**config.mk**
```make
export PLATFORM = sky130hd
export DESIGN_NAME = risc_run_ctrl
export DESIGN_NICKNAME = d
export VERILOG_FILES = /design/src/rtl/risc_run_pkg.sv /design/src/rtl/risc_sat_counter.sv /design/src/rtl/risc_run_ctrl.sv
export SDC_FILE = /design/constraint.sdc
export NUM_CORES = 1
export LEC_CHECK = 0
export CORE_ASPECT_RATIO = 1.5
export CORE_MARGIN = 2
export CORE_UTILIZATION = 23
export CTS_CLUSTER_DIAMETER = 80
export DETAILED_ROUTE_END_ITERATION = 10
export PLACE_DENSITY = 0.47
export SLEW_MARGIN = 20
export SYNTH_ARGS = -nofsm -noshare
export SYNTH_HDL_FRONTEND = slang
export SYNTH_SLANG_ARGS = --single-unit
```
**constraint.sdc**
```tcl
create_clock -name clk -period 7.75 [get_ports clk]
set_input_delay 1.55 -clock clk [delete_from_list [all_inputs] [get_ports clk]]
set_output_delay 1.55 -clock clk [all_outputs]
set_load 0.1 [all_outputs]
```
**src/rtl/risc_run_pkg.sv**
```systemverilog
// Shared state encoding, stop-cause codes and stop-priority helper for the
// run controller.
package risc_run_pkg;

  typedef enum logic [1:0] {
    ST_IDLE = 2'b00,
    ST_RUN  = 2'b01,
    ST_STEP = 2'b10,
    ST_STOP = 2'b11
  } run_state_t;

  localparam logic [1:0] STAT_NONE    = 2'b00;
  localparam logic [1:0] STAT_HALT    = 2'b01;
  localparam logic [1:0] STAT_TIMEOUT = 2'b10;
  localparam logic [1:0] STAT_ABORT   = 2'b11;

  // Breakpoint shares the abort code; abort and breakpoint outrank halt and timeout.
  function automatic logic [1:0] stop_cause(input logic abort_hit, input logic bp_hit,
                                            input logic halt_hit, input logic timeout_hit);
    logic [1:0] cause;
    if (abort_hit || bp_hit) begin
      cause = STAT_ABORT;
    end else if (halt_hit) begin
      cause = STAT_HALT;
    end else if (timeout_hit) begin
      cause = STAT_TIMEOUT;
    end else begin
      cause = STAT_NONE;
    end
    return cause;
  endfunction

endpackage

```
**src/rtl/risc_sat_counter.sv**
```systemverilog
// Saturating up-counter with synchronous clear; clear has priority over inc
// and the count sticks at all-ones instead of wrapping.
module risc_sat_counter #(
  parameter int W = 32
) (
  input  logic         clk,
  input  logic         rst_n,
  input  logic         clr,
  input  logic         inc,
  output logic [W-1:0] count
);

  localparam logic [W-1:0] MAX = {W{1'b1}};
  localparam logic [W-1:0] ONE = W'(1);

  // Count register.
  always_ff @(posedge clk or negedge rst_n) begin
    if (!rst_n) begin
      count <= {W{1'b0}};
    end else if (clr) begin
      count <= {W{1'b0}};
    end else if (inc && (count != MAX)) begin
      count <= count + ONE;
    end else begin
      count <= count;
    end
  end

endmodule

```
**src/rtl/risc_run_ctrl.sv**
```systemverilog
// Run/step controller gating a core clock enable; stops on abort, halt,
// cycle budget or (with RISC_RUN_CTRL_BREAKPOINT_EN defined) a PC breakpoint.
module risc_run_ctrl
  import risc_run_pkg::*;
#(
  parameter int CNT_W = 32,
  parameter int PC_W  = 16
) (
  input  logic             clk,
  input  logic             rst_n,
  input  logic             start,
  input  logic             step,
  input  logic             abort,
  input  logic [CNT_W-1:0] cycle_limit,
  input  logic             halt_in,
  input  logic [PC_W-1:0]  pc,
  input  logic [PC_W-1:0]  bp_addr,
  output logic             core_en,
  output logic             busy,
  output logic             done,
  output logic [1:0]       status,
  output logic [CNT_W-1:0] cycle_cnt
);

  run_state_t     state;
  run_state_t     state_nxt;
  logic           running;
  logic           accept_start;
  logic           abort_hit;
  logic           bp_hit;
  logic           halt_hit;
  logic           timeout_hit;
  logic           stop_hit;
  logic [1:0]     cause;
  logic [CNT_W:0] cnt_plus_one;

  assign running      = (state == ST_RUN) || (state == ST_STEP);
  assign abort_hit    = running && abort;
  assign halt_hit     = running && halt_in;
  // One extra bit keeps the saturated count from aliasing onto a small limit.
  assign cnt_plus_one = {1'b0, cycle_cnt} + {{CNT_W{1'b0}}, 1'b1};
  assign timeout_hit  = running && (cycle_limit != {CNT_W{1'b0}}) &&
                        (cnt_plus_one == {1'b0, cycle_limit});

`ifdef RISC_RUN_CTRL_BREAKPOINT_EN
  assign bp_hit = running && (pc == bp_addr);
`else
  logic unused_bp;
  assign bp_hit    = 1'b0;
  assign unused_bp = ^{1'b0, pc, bp_addr};
`endif

  assign cause    = stop_cause(abort_hit, bp_hit, halt_hit, timeout_hit);
  assign stop_hit = (cause != STAT_NONE);

  // Next-state selection; start beats step, both ignored while running.
  always_comb begin
    state_nxt    = state;
    accept_start = 1'b0;
    case (state)
      ST_IDLE, ST_STOP: begin
        if (start) begin
          state_nxt    = ST_RUN;
          accept_start = 1'b1;
        end else if (step) begin
          state_nxt = ST_STEP;
        end else begin
          state_nxt = state;
        end
      end
      ST_RUN: begin
        if (stop_hit) begin
          state_nxt = ST_STOP;
        end else begin
          state_nxt = ST_RUN;
        end
      end
      ST_STEP: begin
        if (stop_hit) begin
          state_nxt = ST_STOP;
        end else begin
          state_nxt = ST_IDLE;
        end
      end
      default: begin
        state_nxt = ST_IDLE;
      end
    endcase
  end

  // State and registered outputs, all decoded from the next state.
  always_ff @(posedge clk or negedge rst_n) begin
    if (!rst_n) begin
      state   <= ST_IDLE;
      core_en <= 1'b0;
      busy    <= 1'b0;
      done    <= 1'b0;
      status  <= STAT_NONE;
    end else begin
      state   <= state_nxt;
      core_en <= (state_nxt == ST_RUN) || (state_nxt == ST_STEP);
      busy    <= (state_nxt == ST_RUN) || (state_nxt == ST_STEP);
      done    <= (state_nxt == ST_STOP) && (state != ST_STOP);
      if (accept_start) begin
        status <= STAT_NONE;
      end else if (running && stop_hit) begin
        status <= cause;
      end else begin
        status <= status;
      end
    end
  end

  risc_sat_counter #(
    .W(CNT_W)
  ) u_cycle_counter (
    .clk   (clk),
    .rst_n (rst_n),
    .clr   (accept_start),
    .inc   (core_en),
    .count (cycle_cnt)
  );

endmodule

```
# Word level (Yosys, flattened, before mapping)
# Cells that the tools add are included.
[word_totals] ff_bits=38 latchBits=0 mem_bits_rw=0 romBits=0 out_inout_bits=37 elab_cells=45 mem_count=0
[classes] addsub=2 n_mul=0 div=0 order_cmp=0 n_eq_ne=9 n_shift=0 mux=14 bitwise_logic=0 reduce_logical=15
[op_table] op="32-bit two-way mux" n=2
[op_table] op="32-bit by 1-bit adder with 33-bit output (second input constant)" n=1
[op_table] op="33-bit by 32-bit equality test with 1-bit output" n=1
[op_table] op="32-bit by 1-bit adder with 32-bit output (second input constant)" n=1
[op_table] op="32-bit != test (second input constant)" n=1
[op_table] op="32-bit nonzero test" n=1
[op_table] op="2-bit two-way mux" n=9
[op_table] op="2-bit equality test (second input constant)" n=4
[op_table] op="1-bit logical AND" n=7
[op_table] op="2-bit case mux with 3 select lines" n=1
[op_table] op="2-bit nonzero test" n=3
[op_table] op="2-bit by 1-bit equality test with 1-bit output (second input constant)" n=2
[op_table] op="2-bit logical NOT" n=1
[op_table] op="1-bit logical OR" n=2
[op_table] op="1-bit two-way mux" n=2
[op_table] op="2-bit != test (second input constant)" n=1
[op_table] op="2-bit OR reduction" n=1

# Depth between registers and ports, before layout
[logic_depth] word_depth=12 mapped_depth=11 depth_no_buf=10

# By module
# A second synthesis with hierarchy kept.
[hier_totals] hier_cells=404 hier_area_um2=3437.0
[modules_own_cells] module="risc_sat_counter" instances=1 cells_each=198 area_per_inst_um2=1854.3 seq_area_each_um2=800.8
[modules_own_cells] module="risc_run_ctrl" instances=1 cells_each=206 area_per_inst_um2=1582.8 seq_area_each_um2=150.1

# Least setup slack after synthesis
# Ideal clock, no wire load.
[synth_path] path_type="register -> register" start="register u_cycle_counter.count[0]" end="register busy" setup_ns=0.126 arrival_time_ns=4.016 setup_slack_ns=3.608 stages_incl_launch_ff=10 path_buffers=0 synth_period_minus_slack_ns=4.142 path_cell_list="dfrtp_1 -> ha_1 -> nand2_1 -> or4_4 -> or3_4 -> o31a_1 -> or4_1 -> or4_4 -> a31oi_1 -> ha_1"
[synth_via] elab_chain_cells=11 elab_cells_between_ends=13 classes_between="1 x add/sub; 3 x eq/ne; 6 x mux; 3 x reduce/logical"
[synth_rtl] item="start: declaration" line_no="risc_sat_counter.sv:10" rtl="output logic [W-1:0] count"
[synth_rtl] item="start signal: assignment" line_no="risc_sat_counter.sv:19" rtl="count <= {W{1'b0}};"
[synth_rtl] item="start signal: assignment" line_no="risc_sat_counter.sv:21" rtl="count <= {W{1'b0}};"
[synth_rtl] item="start signal: assignment" line_no="risc_sat_counter.sv:23" rtl="count <= count + ONE;"
[synth_rtl] item="32-bit by 1-bit adder with 33-bit output *" line_no="risc_run_ctrl.sv:41" rtl="assign cnt_plus_one = {1'b0, cycle_cnt} + {{CNT_W{1'b0}}, 1'b1};"
[synth_rtl] item="33-bit by 32-bit equality test with 1-bit output *" line_no="risc_run_ctrl.sv:43" rtl="(cnt_plus_one == {1'b0, cycle_limit});"
[synth_rtl] item="1-bit logical AND *" line_no="risc_run_ctrl.sv:42" rtl="assign timeout_hit = running && (cycle_limit != {CNT_W{1'b0}}) &&"
[synth_rtl] item="2-bit two-way mux *" line_no="risc_run_pkg.sv:25" rtl="end else if (timeout_hit) begin"
[synth_rtl] item="2-bit two-way mux *" line_no="risc_run_pkg.sv:23" rtl="end else if (halt_hit) begin"
[synth_rtl] item="2-bit two-way mux *" line_no="risc_run_pkg.sv:21" rtl="if (abort_hit || bp_hit) begin"
[synth_rtl] item="2-bit nonzero test *" line_no="risc_run_ctrl.sv:54" rtl="assign stop_hit = (cause != STAT_NONE);"
[synth_rtl] item="2-bit two-way mux (on tied branches)" line_no="risc_run_ctrl.sv:79, risc_run_ctrl.sv:72"
[synth_rtl] item="2-bit case mux with 3 select lines *" line_no="risc_run_ctrl.sv:60" rtl="case (state)"
[synth_rtl] item="named net state_nxt[1]" line_no="risc_run_ctrl.sv:26" rtl="run_state_t state_nxt;"
[synth_rtl] item="2-bit by 1-bit equality test with 1-bit output / 2-bit equality test (equally long branches)" line_no="risc_run_ctrl.sv:102" rtl="busy <= (state_nxt == ST_RUN) || (state_nxt == ST_STEP);"
[synth_rtl] item="1-bit logical OR *" line_no="risc_run_ctrl.sv:102"
[synth_rtl] item="end signal: assignment" line_no="risc_run_ctrl.sv:102"
[synth_rtl] item="end: declaration" line_no="risc_run_ctrl.sv:19" rtl="output logic busy,"
# Mark *: on every way through the listed nets, which the timed path passes. The rest lies on a longest branch.
# A chain may end at the register's enable or synchronous reset.

# Worst setup path after layout
[layout_path] start="input port cycle_limit[11]" end="register busy"
[layout_via] elab_chain_cells=11 elab_cells_between_ends=14 classes_between="3 x eq/ne; 6 x mux; 5 x reduce/logical"
[layout_rtl] item="start: declaration" line_no="risc_run_ctrl.sv:14" rtl="input logic [CNT_W-1:0] cycle_limit,"
[layout_rtl] item="32-bit nonzero test" line_no="risc_run_ctrl.sv:42"
[layout_rtl] item="1-bit logical AND" line_no="risc_run_ctrl.sv:42"
[layout_rtl] item="1-bit logical AND *" line_no="risc_run_ctrl.sv:42"
[layout_rtl] item="2-bit two-way mux *" line_no="risc_run_pkg.sv:25"
[layout_rtl] item="2-bit two-way mux *" line_no="risc_run_pkg.sv:23"
[layout_rtl] item="2-bit two-way mux *" line_no="risc_run_pkg.sv:21"
[layout_rtl] item="2-bit nonzero test *" line_no="risc_run_ctrl.sv:54"
[layout_rtl] item="2-bit two-way mux (on tied branches)" line_no="risc_run_ctrl.sv:79, risc_run_ctrl.sv:72"
[layout_rtl] item="2-bit case mux with 3 select lines *" line_no="risc_run_ctrl.sv:60"
[layout_rtl] item="named net state_nxt[1]" line_no="risc_run_ctrl.sv:26"
[layout_rtl] item="2-bit by 1-bit equality test with 1-bit output / 2-bit equality test (equally long branches)" line_no="risc_run_ctrl.sv:102"
[layout_rtl] item="1-bit logical OR *" line_no="risc_run_ctrl.sv:102"
# Marked as above.

==> metrics.txt <==
met2 WL post-DR 5610 um; post-synthesis cell area 3050 um^2; GRT overflow 0; Post-synth ARST share 100%; clk root buf clkbuf_16; via count 2,984; I/O Pins 107; vias in the first global route 3,080; CP bufs+invs 1; most area-consuming cells after synthesis dfrtp_1 31%, xor2_1 9.5%, xnor2_1 8.9%; TritonCTS buffer count 5; met3 WL 470 um; Layout Skew 0.00744 ns; Syn Inst Count 374; startpoint types primary input; initial antenna violation count 0; Worst Tran Pin Value 1.00 ns; slowest stage delay, CP 0.57 ns; Metal-1 WL 4040 um; worst setup path start cycle_limit[11]; Top Metal Used met4; worst rel slew slack 32.8%; post-CTS setup buffer count 0; peak supply drop 0.0000893 V; CP max FO 4; drt first pass iters 4; Yosys reg bits 38; effective utilization at floorplan 23.5%; Netlist cell types 55; Multi-input gate area 1960 um^2; Critical Path, Cell by Cell clkdlybuf4s50_1 > xnor2_1 > or4bb_1 > o311ai_0 > a31oi_1 > or4_1 > or4_4 > a31oi_1 > ha_1; Place WS 2.96 ns; share of cells above drive strength 1 5.31%; final worst path period share 57.7%; hold wc startpoint status[1]$_DFFE_PN0P_; Sw Pwr 0.417 mW; Die H 145 um; PD cells 221 nW/um^2; core area 13,000 um^2; 1st-iter DRT viols 78; commonest non-fill, non-tap cell in the layout clkdlybuf4s50_1; Final Wtd Congestion 0.833; crit path kind in -> reg; r2r worst-path depth 8; clk sinks 38; RR Endpoint busy$_DFF_PN0_; achievable frequency 224 MHz; Synthesized Nets 449; most common flop cell mapped by yosys dfrtp_1; share of the synthesized area in the top cell type 31.2%; Die Span X 98.0 um; post-cts resize count 0; CTS tree done; r2r startpoint u_cycle_counter.count[5]$_DFFE_PN0P_; wire per inst 17.4 um; syn_area_per_cell 8.15 um^2; Slew Limit Fails 0; Hold Vio Cnt, Final 0; Leakage 1.46 nW; reg2reg setup slack 3.82 ns; Pint 0.476 mW; Seq/Total Area, Yosys 31.2%; Clock Pin Slew Worst Setup and Hold Paths 0.06 ns; # setup viols final 0; Final min period 4.47 ns; Critical Path Slowest Stage Cell or4_1; clock power share 23.7%; Worst path most repeated cell a31oi_1; first-pass GRT wire length 16,700 um; Vias/cell 5.04; PnR worst setup slack 3.28 ns; DRC Markers 0; HP Class reg -> reg; ANT cells 0; Row Count 51; PortBufs 74; FF+latch area 951 um^2; sw frac 46.7%; total negative slack 0 ns; hold depth 2; cell taking the most area after synthesis dfrtp_1; Die Area 14,200 um^2; Ys Warns 0; Area growth syn-to-layout 32.7%; pin count of the biggest net entering global routing 39; Hold EP status[1]$_DFFE_PN0P_; Comb pwr share 47.9%; maximum clock path buffer count 2; leading cell types in the layout, fill and taps excluded 73 x clkdlybuf4s50_1, 39 x nor2_1, 38 x dfrtp_1; max-cap violations 0; hold_buf cts 0; H-tree depth 2; crit end category flip-flop; Worst Path Arrival 4.64 ns; WP data required 7.92 ns; Sequential Power Share 28.4%; Final ANT Viol Nets 0; Post-synth EDFFs 0; status completed; clock latency on the worst-skew pair 0.29 ns; nets 507; GRT Overall Usage 14.8%; Min Hold Slack 0.519 ns; DP HPWL 7900 um; delay-heaviest family, CP simple AND/OR/NAND/NOR gates; Fillers 1,395; RSZ-0062 raised after global routing false; DRT Wirelength 10,300 um
## cell usage after synthesis (all sizes together), types with 2 or more instances
master	number
o21ai	14
nand2	30
nand3b	2
o211ai	2
clkbuf	18
and4	2
a31oi	5
nor3b	3
xnor2	31
nand4	17
inv	7
nor2	39
o22ai	2
a31o	2
or4	7
o31ai	4
xor2	33
nand3	14
nor4	23
buf	8
or4bb	2
and3	6
a21oi	14
o2111ai	3
o31a	2
mux2i	2
nor2b	4
dfrtp	38
and2	3
ha	5
or2	3
or3	8
nor3	10
## power by group through the flow
stage	Sequential [mW]	Clock (mW)	Combinational, mW
finish	0.254	0.211	0.428
global route	0.258	0.225	0.461
CTS	0.254	0.220	0.433
detailed placement	0.258	0	0.433
global placement	0.257	0	0.426
floorplan	0.364	0	0.195
## flip-flops by register name, indices dropped and copies added, names as in the netlist
register               flops
state                      2
status                     2
done                       1
u_cycle_counter.count     32
busy                       1
## logic make-up (layout without fill, tap and decap cells)
family          count (synthesis)  in the layout  synth area share (%)
xor+xnor                       64             64                  18.4
mux                             2              2                 0.657
fa+ha+maj                       6              6                  2.38
buf+inv                        33             92                  4.43
flops                          38             38                  31.2
compound gates                 56             56                  11.7
simple gates                  175            175                  31.2
## per-stage QoR
step | cells | utilization (%) | cell area [um^2] | power [mW]
floorplan | 374 | - | 3050 | 0.560
global route | 592 | 31.2 | 4050 | 0.944
detailed placement | 584 | 30.1 | 3900 | 0.690
finish | 592 | 31.2 | 4050 | 0.894
global placement | 584 | 30.1 | 3900 | 0.682
CTS | 592 | 31.2 | 4050 | 0.908
## layout make-up
| type | instances | area share (%) |
|---|---|---|
| Multi-Input combinational cell | 303 | 48.5 |
| Sequential cell | 38 | 23.5 |
| Timing Repair Buffer | 77 | 18.7 |
| Tap cell | 159 | 4.92 |
| Clock buffer | 7 | 3.53 |
| Inverter | 7 | 0.650 |
| Clock inverter | 1 | 0.124 |
## worst max-delay path by stage
stage	end	slack, ns	cells past startpoint
3_3_place_gp	busy$_DFF_PN0_	3.05	9
2_1_floorplan	busy$_DFF_PN0_	3.61	9
4_1_cts	busy$_DFF_PN0_	3.29	9
6_report	busy$_DFF_PN0_	3.28	9
3_5_place_dp	busy$_DFF_PN0_	2.96	9
5_1_grt	done$_DFF_PN0_	3.20	10
## per-layer routing
metal  global-route usage [%]  up-vias
met5                        0        -
met4                     6.53        0
met3                     2.65       10
met2                     26.8       70
met1                     16.5     1443
li1                         -     1461
## worst reg2reg max path: cells and delay by family, from the launching register on
kind / cells / cell delay (ns)
simple gates: 5 / 2.25
compound gates: 2 / 0.76
fa+ha+maj: 1 / 0.27
flops: 1 / 0.54
Power figures use the tool's default switching activity.
